===== config.mk =====
export PLATFORM = sky130hd
export DESIGN_NAME = uart_byte_tx
export DESIGN_NICKNAME = d
export VERILOG_FILES = /design/src/rtl/uart_byte_tx.sv
export SDC_FILE = /design/constraint.sdc
export NUM_CORES = 1
export LEC_CHECK = 0
export CAP_MARGIN = 40
export CORE_ASPECT_RATIO = 1.25
export CORE_MARGIN = 5
export CORE_UTILIZATION = 45
export DETAILED_ROUTE_END_ITERATION = 10
export PLACE_DENSITY = 0.73
export SYNTH_ARGS = -nofsm -noshare
export SYNTH_HDL_FRONTEND = slang
export SYNTH_SLANG_ARGS = --single-unit

===== constraint.sdc =====
create_clock -name clk -period 3 [get_ports clk]
set_input_delay 0.6 -clock clk [delete_from_list [all_inputs] [get_ports clk]]
set_output_delay 0.6 -clock clk [all_outputs]
set_load 0.01 [all_outputs]

===== src/rtl/uart_byte_tx.sv =====
// 8N1 serial byte transmitter with a one-entry holding register so frames can
// leave back-to-back; every output is registered and driven from next-state logic.
//
// Handshake: a byte is accepted on any rising edge where tx_wr=1 and either the
// FSM is idle, the holding register is empty, or the current stop bit ends on
// that same edge; otherwise the byte is dropped and tx_overrun pulses for one
// cycle. tx_ready=1 promises that the next tx_wr will be accepted.
module uart_byte_tx #(
  parameter int unsigned CLK_DIV = 434,
  parameter int unsigned CNT_W   = 16
) (
  input  logic       clk,
  input  logic       rst,
  input  logic [7:0] tx_data,
  input  logic       tx_wr,
  output logic       tx_done,
  output logic       tx_busy,
  output logic       tx_ready,
  output logic       tx_overrun,
  output logic       txd,
  output logic [1:0] dbg_state
);

  localparam logic [1:0] S_IDLE  = 2'd0;
  localparam logic [1:0] S_START = 2'd1;
  localparam logic [1:0] S_DATA  = 2'd2;
  localparam logic [1:0] S_STOP  = 2'd3;

  localparam logic [CNT_W-1:0] BIT_LAST = CNT_W'(CLK_DIV - 1);

  logic [1:0]       state_q, state_d;
  logic [CNT_W-1:0] timer_q, timer_d;
  logic [2:0]       idx_q, idx_d;
  logic [7:0]       shift_q, shift_d;
  logic [7:0]       hold_q, hold_d;
  logic             hold_vld_q, hold_vld_d;
  logic             txd_q, txd_d;
  logic             done_q, done_d;
  logic             ovr_q, ovr_d;
  logic             busy_q, busy_d;
  logic             ready_q, ready_d;

  logic bit_end;
  logic frame_end;

  assign bit_end   = (timer_q == BIT_LAST);
  assign frame_end = (state_q == S_STOP) && bit_end;

  always_comb begin
    state_d    = state_q;
    timer_d    = timer_q;
    idx_d      = idx_q;
    shift_d    = shift_q;
    hold_d     = hold_q;
    hold_vld_d = hold_vld_q;
    txd_d      = txd_q;
    done_d     = 1'b0;
    ovr_d      = 1'b0;

    if (state_q != S_IDLE) begin
      timer_d = bit_end ? '0 : timer_q + 1'b1;
    end else begin
      timer_d = '0;
    end

    case (state_q)
      S_IDLE: begin
        txd_d = 1'b1;
        if (tx_wr) begin
          state_d = S_START;
          shift_d = tx_data;
          txd_d   = 1'b0;
        end
      end
      S_START: begin
        if (bit_end) begin
          state_d = S_DATA;
          idx_d   = 3'd0;
          txd_d   = shift_q[0];
          shift_d = {1'b0, shift_q[7:1]};
        end
      end
      S_DATA: begin
        if (bit_end) begin
          if (idx_q == 3'd7) begin
            state_d = S_STOP;
            txd_d   = 1'b1;
          end else begin
            idx_d   = idx_q + 3'd1;
            txd_d   = shift_q[0];
            shift_d = {1'b0, shift_q[7:1]};
          end
        end
      end
      default: begin
        // End of stop bit: chain straight into the next frame when one is waiting.
        if (bit_end) begin
          done_d = 1'b1;
          if (hold_vld_q) begin
            state_d    = S_START;
            shift_d    = hold_q;
            hold_vld_d = 1'b0;
            txd_d      = 1'b0;
          end else if (tx_wr) begin
            state_d = S_START;
            shift_d = tx_data;
            txd_d   = 1'b0;
          end else begin
            state_d = S_IDLE;
            txd_d   = 1'b1;
          end
        end
      end
    endcase

    // Writes while a frame is in flight go to the holding register; at frame end
    // the hold slot is freed in the same cycle, so a write there never overruns.
    if (tx_wr && (state_q != S_IDLE) && !(frame_end && !hold_vld_q)) begin
      if (!hold_vld_q || frame_end) begin
        hold_d     = tx_data;
        hold_vld_d = 1'b1;
      end else begin
        ovr_d = 1'b1;
      end
    end

    busy_d  = (state_d != S_IDLE) || hold_vld_d;
    ready_d = !hold_vld_d;
  end

  always_ff @(posedge clk) begin
    if (!rst) begin
      state_q    <= S_IDLE;
      timer_q    <= '0;
      idx_q      <= 3'd0;
      shift_q    <= 8'h00;
      hold_q     <= 8'h00;
      hold_vld_q <= 1'b0;
      txd_q      <= 1'b1;
      done_q     <= 1'b0;
      ovr_q      <= 1'b0;
      busy_q     <= 1'b0;
      ready_q    <= 1'b1;
    end else begin
      state_q    <= state_d;
      timer_q    <= timer_d;
      idx_q      <= idx_d;
      shift_q    <= shift_d;
      hold_q     <= hold_d;
      hold_vld_q <= hold_vld_d;
      txd_q      <= txd_d;
      done_q     <= done_d;
      ovr_q      <= ovr_d;
      busy_q     <= busy_d;
      ready_q    <= ready_d;
    end
  end

  assign txd        = txd_q;
  assign tx_done    = done_q;
  assign tx_busy    = busy_q;
  assign tx_ready   = ready_q;
  assign tx_overrun = ovr_q;
  assign dbg_state  = state_q;

endmodule


==> results.tsv <==
metric	value	unit
Root Buffer	clkbuf_8	
Synthesized Nets	267	
Final setup viols	0	
commonest non-fill, non-tap cell in the layout	dfxtp_1	
P_leak	0.956	nW
total wire length	4280	µm
PwrDens	454	nW/µm²
register area share after synthesis	40.1	%
Rows	28	
Die Wd	71.8	µm
share of cells above drive strength 1	5.34	%
largest net degree at the start of global routing	27	
filler instances	465	
Switching Share	26.4	%
Sum Neg Setup Slack	0	ps
fin nets	281	
Post-Syn Area	2150	µm²
synth unique cells	39	
Crit-path slowest cell	ha_1	
Yosys reg bits	43	
number of global-route vias before repair	1633	
combinational share of power	11.2	%
Slew Viols, Final	0	
status	completed	
Starting DRT DRC Count	137	
CP startpoint kind	flop	
Avg Cell Area, Syn	8.70	µm²
Top Ports	18	
most frequent cells in the layout	dfxtp_1 (43), nand2_1 (36), nor2_1 (20)	
Setup crit end kind	flop	
Sequential Power Share	54.6	%
total grt overflow	0	
Worst IR Drop VDD	0.000241	V
antenna viol nets, final	0	
CTS tree	built	
WL/cell	13.3	µm
DRC	0	
Critical Path RT	3200	ps
Core ar.	4690	µm²
Tcrit/Tclk final	78.3	%
CP Class	reg -> reg	
CP max stage delay	790	ps
CTS max path bufs	2	
overall track demand over capacity in global routing	14.9	%
Clk network pwr share	34.2	%
WP data arrival	2550	ps
placed insts	314	
HP Class	reg -> reg	
Max Fclk	0.426	GHz
crit path max fanout	26	
vias per std cell	5.38	
Die H	87.3	µm
diode count	0	
Synth Instances	247	
GPL Wtd Cong	0.827	
DPL Wire Length	3040	µm
Starting Density	45.8	%
I/O Buffers	17	
Pint	0.000817	W
Max-cap violations	0	
Rel. slew slack	40.1	%
die footprint	6260	µm²
Pre-antenna DRT Iters	4	
clk slew on worst S/H paths	90	ps
Tmin final	2350	ps
clock buffer count from CTS	5	
Hold-fix buffers, CTS	0	
Finished Layout Cells	322	
clock latency on the worst-skew pair	300	ps
Vias	1732	
first-pass GRT wire length	7350	µm
slew at the pin closest to its max-slew limit	899	ps
unrepaired setup endpoints after global routing	no	
YS warnings	0	
Setup Buffers After CTS	0	
r2r setup slk	650	ps
Layout area overhead	13.8	%
sw power	0.000293	W
post-cts gate resize count	0	
Final Hold Fails	0	
initial antenna violation count	0	
Max H-tree Level	2	
critical-path cell list	ha_1 -> mux2i_1 -> nor2b_1 -> o31a_1 -> a22o_1	
CTS Sinks	43	
Setup Skew	11.8	ps
synth_stat cells:
cell	instances	area (µm²)
nand2b_1	1	6.26
mux2i_1	10	100
nor2b_1	6	37.5
and2_1	4	25.0
a21oi_4	1	16.3
and4_1	2	17.5
nand2_1	36	135
nor3b_1	2	15.0
a22o_1	8	70.1
and3_1	4	25.0
nor2_1	20	75.1
and4b_1	1	10.0
clkbuf_1	9	33.8
xnor2_1	2	17.5
nand4_2	1	12.5
or3b_1	1	8.76
nor4b_4	1	23.8
inv_1	15	56.3
nand4_1	3	18.8
a221o_1	1	10.0
a21o_1	1	7.51
a21oi_1	9	45.0
nor3_1	3	15.0
o21ai_0	7	35.0
buf_1	1	3.75
o21a_1	3	22.5
buf_6	1	11.3
dfxtp_1	43	861
ha_1	9	113
o221ai_1	7	61.3
or3_1	2	12.5
nor4_4	1	21.3
nand3_1	15	75.1
xor2_1	10	87.6
o221ai_2	1	15.0
nand3b_1	1	7.51
o31a_1	3	26.3
nor4_1	1	6.26
o211ai_1	1	7.51
cell type report:
cell class | instances | area [µm²] | area share [%]
sequential | 43 | 861 | 35.2
timing repair buffer | 18 | 178 | 7.27
tap | 60 | 75.1 | 3.07
clock inverter | 3 | 23.8 | 0.972
multi-input combinational | 178 | 1180 | 48.4
inverter | 15 | 56.3 | 2.30
clock buffer | 5 | 68.8 | 2.81
through the flow:
stage,instance area (µm²),setup WS [ps],hold WS [ps],utilization [%],power (W)
5_1_grt,2440,553,487,52.1,0.00116
3_3_place_gp,2350,714,445,50.1,0.000742
2_1_floorplan,2150,1060,435,-,0.000696
4_1_cts,2440,695,466,52.1,0.00112
6_report,2440,652,464,52.1,0.00111
3_5_place_dp,2350,703,452,50.1,0.000744
power by group through the flow:
stage / Sequential, W / Combinational [W] / Clock [W]
after floorplan: 0.000617 / 0.0000788 / 0
after global placement: 0.000619 / 0.000123 / 0
after detailed placement: 0.000620 / 0.000124 / 0
after CTS: 0.000607 / 0.000125 / 0.000392
after global routing: 0.000610 / 0.000136 / 0.000419
final: 0.000606 / 0.000124 / 0.000380
logic make-up after synthesis:
group	after synthesis	share of synthesized area [%]
flops	43	40.1
simple gates	105	25.5
fa+ha+maj	9	5.24
xor+xnor	12	4.89
mux	10	4.66
compound gates	42	14.7
buf+inv	26	4.89
path summary, 6_finish.rpt:
kind                start          to  depth (start not counted)
max          dbg_state[1]  shift_q[7]                          5
max reg2reg  dbg_state[1]  shift_q[7]                          5
min             hold_q[0]   hold_q[0]                          2
min reg2reg     hold_q[0]   hold_q[0]                          2
registers in the layout (all words and copies together), names as in the netlist:
| register | count |
|---|---|
| tx_overrun | 1 |
| timer_q | 16 |
| tx_busy | 1 |
| tx_ready | 1 |
| hold_q | 8 |
| shift_q | 8 |
| idx_q | 3 |
| tx_done | 1 |
| dbg_state | 2 |
| hold_vld_q | 1 |
| txd | 1 |
layer usage:
metal / up-vias / share of wire (%) / GRT usage, %
met5: - / 0 / 0
met1: 822 / 46 / 17.7
met4: 0 / 1.7 / 6.67
met2: 14 / 49 / 24.9
met3: 6 / 3.3 / 4.04
li1: 890 / - / -
worst max-delay path, delay by kind of cell (launching register included):
kind / cells / cell delay, ps
AO/OA/AOI/OAI: 2 / 630
adder cells (fa/ha/maj): 1 / 790
flip-flops: 1 / 450
multiplexers: 1 / 190
AND/OR/NAND/NOR: 1 / 190
Note: power is estimated with default switching activity, not from simulation.
